`src/rtl/ma_channel_scheduler.sv`:
```
// Sequences one shared mean-amplitude extractor across all channels of a window
// and hands the packed per-channel MA levels to the encoder over valid/ready.
module ma_channel_scheduler #(
    parameter int NUM_CHS = 17,
    parameter int NUM_MA  = 64,
    parameter int TIMEOUT = 512
) (
    input  logic                              clk,
    input  logic                              nrst,
    input  logic                              start,
    output logic                              ext_en,
    output logic [$clog2(NUM_CHS)-1:0]        ext_ch,
    input  logic                              ext_done,
    input  logic [$clog2(NUM_MA)-1:0]         ext_ma,
    output logic [NUM_CHS*$clog2(NUM_MA)-1:0] ma_vec,
    output logic                              out_valid,
    input  logic                              out_ready,
    output logic                              busy,
    output logic                              overrun,
    output logic                              timeout_err,
    input  logic                              clr_err
);

    localparam int MA_W  = $clog2(NUM_MA);
    localparam int CH_W  = $clog2(NUM_CHS);
    localparam int CNT_W = $clog2(TIMEOUT);

    typedef enum logic [1:0] {
        IDLE,
        LAUNCH,
        WAIT,
        DONE
    } state_t;

    state_t             state;
    state_t             next_state;
    logic [CNT_W-1:0]   wait_cnt;
    logic               tmo_hit;
    logic               last_ch;
    logic               ch_end;

    assign tmo_hit = (wait_cnt == CNT_W'(TIMEOUT - 1));
    assign last_ch = (ext_ch == CH_W'(NUM_CHS - 1));
    assign ch_end  = (state == WAIT) && (ext_done || tmo_hit);

    // NOTE: next_state defaults to state before the case so no path leaves it unassigned (no latch).
    always_comb begin
        next_state = state;
        case (state)
            IDLE:    if (start) next_state = LAUNCH;
            LAUNCH:  next_state = WAIT;
            WAIT:    if (ext_done || tmo_hit) next_state = last_ch ? DONE : LAUNCH;
            DONE:    if (out_ready) next_state = IDLE;
            default: next_state = IDLE;
        endcase
    end

    // Status outputs are registered from next_state so they line up with the state they describe.
    always_ff @(posedge clk) begin
        if (!nrst) begin
            state       <= IDLE;
            wait_cnt    <= '0;
            ext_ch      <= '0;
            ext_en      <= 1'b0;
            out_valid   <= 1'b0;
            busy        <= 1'b0;
            ma_vec      <= '0;
            overrun     <= 1'b0;
            timeout_err <= 1'b0;
        end else begin
            state     <= next_state;
            ext_en    <= (next_state == LAUNCH);
            out_valid <= (next_state == DONE);
            busy      <= (next_state != IDLE);

            case (state)
                IDLE: begin
                    if (start) ext_ch <= '0;
                end
                LAUNCH: begin
                    wait_cnt <= '0;
                end
                WAIT: begin
                    wait_cnt <= wait_cnt + CNT_W'(1);
                    for (int c = 0; c < NUM_CHS; c++) begin
                        if (ext_ch == CH_W'(c)) begin
                            if (ext_done)     ma_vec[c*MA_W +: MA_W] <= ext_ma;
                            else if (tmo_hit) ma_vec[c*MA_W +: MA_W] <= '0;
                        end
                    end
                    if (ch_end && !last_ch) ext_ch <= ext_ch + CH_W'(1);
                end
                default: ;
            endcase

            // Sticky flags: a set event in the same cycle as clr_err takes priority.
            if (start && state != IDLE) overrun <= 1'b1;
            else if (clr_err)           overrun <= 1'b0;

            if (state == WAIT && !ext_done && tmo_hit) timeout_err <= 1'b1;
            else if (clr_err)                          timeout_err <= 1'b0;
        end
    end

endmodule
```
`config.mk`:
```
export PLATFORM = sky130hd
export DESIGN_NAME = ma_channel_scheduler
export DESIGN_NICKNAME = d
export VERILOG_FILES = /design/src/rtl/ma_channel_scheduler.sv
export SDC_FILE = /design/constraint.sdc
export NUM_CORES = 1
export LEC_CHECK = 0
export BUFFER_PORTS_ARGS = -buffer_cell sky130_fd_sc_hd__buf_2
export CAP_MARGIN = 20
export CORE_UTILIZATION = 53
export DETAILED_ROUTE_END_ITERATION = 8
export PLACE_DENSITY = 0.9
export SLEW_MARGIN = 10
export SYNTH_ARGS = -nofsm -noshare
export SYNTH_HDL_FRONTEND = slang
export SYNTH_SLANG_ARGS = --single-unit
```
`constraint.sdc`:
```
create_clock -name clk -period 2.35 [get_ports clk]
set_input_delay 0.1175 -clock clk [delete_from_list [all_inputs] [get_ports clk]]
set_output_delay 0.1175 -clock clk [all_outputs]
set_load 0.05 [all_outputs]
```
==> impl_metrics.py <==
metrics = {
    "power_and_ir_drop": {
        "combinational_fraction_of_design_power_pct": 13.6,
        "power.sequential.fraction_pct": 40.2,
        "total_power_mw": 5.420,
        "sw_frac_of_total_pct": 27.35,
        "net_switching_component_of_the_power_mw": 1.482,
        "irDropWorstVdd_mv": 0.6343,
        "power_density_mw_per_mm2": 857.9,
        "design_internal_power_mw": 3.938,
        "static-leakage-power_nw": 2.992,
        "clock_power_share_pct": 46.2,
    },
    "cts": {
        "path_clk_slew_ps": 60,
        "root_cell_of_the_clock_tree": "sky130_fd_sc_hd__clkbuf_8",
        "tritoncts.num_buffers": 17,
        "cts.htree.levels": 4,
        "max_clock_buf_depth": 2,
        "clock_sinks": 123,
        "cts_tree": "built",
        "worstSkewPairLatency_ps": 510,
    },
    "place": {
        "post-place-cells": 710,
        "place_worst_setup_slack_ps": 41.36,
        "place.port_buffers": 123,
        "gpl.final_weighted_congestion": 0.8123,
        "post-dp-hpwl_microns": 8314,
        "placed_cell_area_sq_mm": 0.005622,
    },
    "timing": {
        "clock.fmax_mhz": 449.9,
        "grt_setup_unrepaired": "false",
        "final_period_minus_worst_setup_slack_ps": 2222,
        "timing.final.max_slew_violations": 0,
        "slew_headroom_pct": 47.84,
        "setup_ws_ps": 127.5,
        "clock-skew-final_ps": 5.703,
        "timing.setup.tns_ps": 0,
        "period_share_pct": 94.57,
        "hold_ws_ps": 49.88,
        "setup_viol_count_final": 0,
        "tightestPinTransition_ps": 780.2,
        "hold_viol": 0,
    },
    "global_routing": {
        "grt_pass1_vias": 4145,
        "overflow": 0,
        "number_of_antenna_violations_at_the_first_check_in_global_routing": 0,
        "track_usage_pct": 27.52,
        "grt_max_degree": 57,
        "grt_first_pass_wirelength_microns": 20700,
    },
    "run": {
        "maxCapViolCount": 0,
    },
    "worst_setup_path": {
        "endpoint_required_time_on_the_critical_path_ps": 2760,
        "timing.critical_path.to_type": "register",
        "startpoint_types": "register",
        "cp_max_fo": 6,
        "arrival_ps": 2630,
        "criticalPathCategory": "reg -> reg",
    },
    "cells_and_area": {
        "finalNonFillerCells": 751,
        "num-fill-cells": 584,
        "syn2layout_area_growth_pct": 27.73,
        "multi_input_area_sq_mm": 0.002323,
        "share_of_cells_above_drive_strength_1_pct": 29.08,
        "regArea_sq_mm": 0.002462,
        "nNetsFinal": 654,
        "layout.cell_area.non_filler_sq_mm": 0.006317,
        "diodes": 0,
        "finish.utilization_pct": 71.05,
    },
    "synthesis": {
        "synth.area.mux_share_pct": 18.21,
        "synth_top_family_by_area": "simple AND/OR/NAND/NOR gates",
        "synth-edff-count": 0,
        "syn_nets": 522,
        "synth-compound-area-share_pct": 4.503,
        "synth_simple_gate_area_share_pct": 20.77,
        "ys.flop_type": "sky130_fd_sc_hd__dfxtp_1",
        "yosys_register_bits": 123,
        "post_synth_instance_area_sq_mm": 0.004946,
        "async_flop_share_pct": 0,
        "synthesis.area_per_instance_sq_um": 9.892,
        "synth_cell_types": 42,
        "sequential_fraction_of_the_synthesis_area_pct": 49.78,
        "synth-warning-count": 0,
        "yosys.area_share.adder_pct": 2.530,
        "synthXorXnorAreaFrac_pct": 0.8854,
        "synth_cells": 500,
    },
    "routing": {
        "wl_per_cell_microns": 17.52,
        "drtAntennaViolNets": 0,
        "drt-total-wl_microns": 13160,
        "drt-initial-drc-count": 339,
        "dr.pass1.iters": 5,
        "detail_route.vias_per_cell": 5.590,
        "remaining_drc_errors": 0,
        "via_count": 4198,
    },
    "outcome": {
        "outcome": "completed",
    },
    "worst_hold_path": {
        "hold_path_class": "in -> reg",
    },
    "floorplanning": {
        "ioPinCount": 124,
        "die_x_microns": 98.60,
        "floorplan.rows": 34,
        "core_area_sq_mm": 0.008891,
        "initial_utilization_pct": 55.63,
        "die_h_microns": 98.60,
        "die_footprint_sq_mm": 0.009722,
    },
}
power groups by stage:
| stage | registers [mW] | clock network [mW] | logic (mW) |
|---|---|---|---|
| 6_report | 2.18 | 2.50 | 0.738 |
| 3_3_place_gp | 2.22 | 0 | 0.674 |
| 5_1_grt | 2.18 | 2.60 | 0.798 |
| 4_1_cts | 2.18 | 2.51 | 0.725 |
| 3_5_place_dp | 2.22 | 0 | 0.694 |
| 2_1_floorplan | 2.34 | 0 | 0.419 |
registers in the layout, indices dropped and copies added, names as in the netlist:
| name | count |
|---|---|
| busy | 1 |
| ext_ch | 5 |
| ext_en | 1 |
| ma_vec | 102 |
| out_valid | 1 |
| overrun | 1 |
| state | 2 |
| timeout_err | 1 |
| wait_cnt | 9 |
cell usage in the layout (no fill, tap or decap), types with 5 or more instances in the layout:
master and n:
sky130_fd_sc_hd__a21oi_1 19, sky130_fd_sc_hd__buf_2 122, sky130_fd_sc_hd__buf_4 8, sky130_fd_sc_hd__clkbuf_16 16, sky130_fd_sc_hd__dfxtp_1 123, sky130_fd_sc_hd__dlygate4sd3_1 9, sky130_fd_sc_hd__ha_1 9, sky130_fd_sc_hd__inv_1 10
sky130_fd_sc_hd__mux2i_1 90, sky130_fd_sc_hd__nand2_1 118, sky130_fd_sc_hd__nand3_1 17, sky130_fd_sc_hd__nand3_2 5, sky130_fd_sc_hd__nand4_1 10, sky130_fd_sc_hd__nor2_1 12, sky130_fd_sc_hd__nor2_4 8, sky130_fd_sc_hd__o21ai_0 6
per-layer routing:
layer | vias to the layer above | global-route usage [%] | routed length (microns)
li1 | 1955 | - | -
met1 | 2013 | 31.90 | 5320
met2 | 192 | 47.24 | 6597
met3 | 38 | 7.163 | 799
met4 | 0 | 13.66 | 439
met5 | - | 0 | 0
kinds of logic after synthesis:
logic type               after synthesis
adder cells (fa/ha/maj)               10
flip-flops                           123
XOR/XNOR                               5
AO/OA/AOI/OAI                         37
AND/OR/NAND/NOR                      197
buffers and inverters                 38
multiplexers                          90
cell usage after synthesis, drive strengths merged, types with 3 or more instances:
cell type  count  area [sq um]
nor2          21         141.4
nor3           6         52.55
nand3b         5         62.56
inv           11         41.29
and3           3         18.77
mux2i         90         900.9
xor2           3         26.28
dfxtp        123          2462
nor2b          4         25.02
a21oi         19         95.09
nand2        121         476.7
nand3         22         135.1
ha            10         125.1
o21ai          8         43.79
clkbuf        17         63.81
buf           10         58.80
nand4         10         62.56
final timing paths:
| kind | from | endpoint | slack (ps) | cells after the start |
|---|---|---|---|---|
| setup / recovery | wait_cnt[0] | ma_vec[67] | 130 | 9 |
| hold / removal | ext_done | ma_vec[101] | 50 | 3 |
| setup reg to reg | wait_cnt[0] | ma_vec[67] | 130 | 9 |
| hold reg to reg | ma_vec[64] | ma_vec[64] | 450 | 2 |
worst max-delay path, cell delays in order, from the launching register on:
cell and delay, ps:
sky130_fd_sc_hd__dfxtp_1 370, sky130_fd_sc_hd__ha_1 210, sky130_fd_sc_hd__nand3_1 100, sky130_fd_sc_hd__nor3_1 220
sky130_fd_sc_hd__ha_2 260, sky130_fd_sc_hd__o21a_2 250, sky130_fd_sc_hd__nand3b_4 180, sky130_fd_sc_hd__nor2_4 210
sky130_fd_sc_hd__buf_12 130, sky130_fd_sc_hd__mux2i_1 200
layout make-up:
type / instances / area share [%]
flip-flops and latches: 123 / 38.98
multi-input cells: 339 / 36.78
repair buffers: 140 / 12.36
clock buffers: 20 / 7.209
well taps: 108 / 2.139
clock inverters: 10 / 1.882
inverters: 11 / 0.6536
repair_timing:
action                                  in CTS  in global routing
gates resized for setup                      1                  1
pin swaps                                    0                  2
setup buffers                                0                  2
hold buffers                                 9                  0
endpoints found under the setup margin       1                  2
hold endpoints to repair                    14                  0
(Power assumes the default switching activity.)
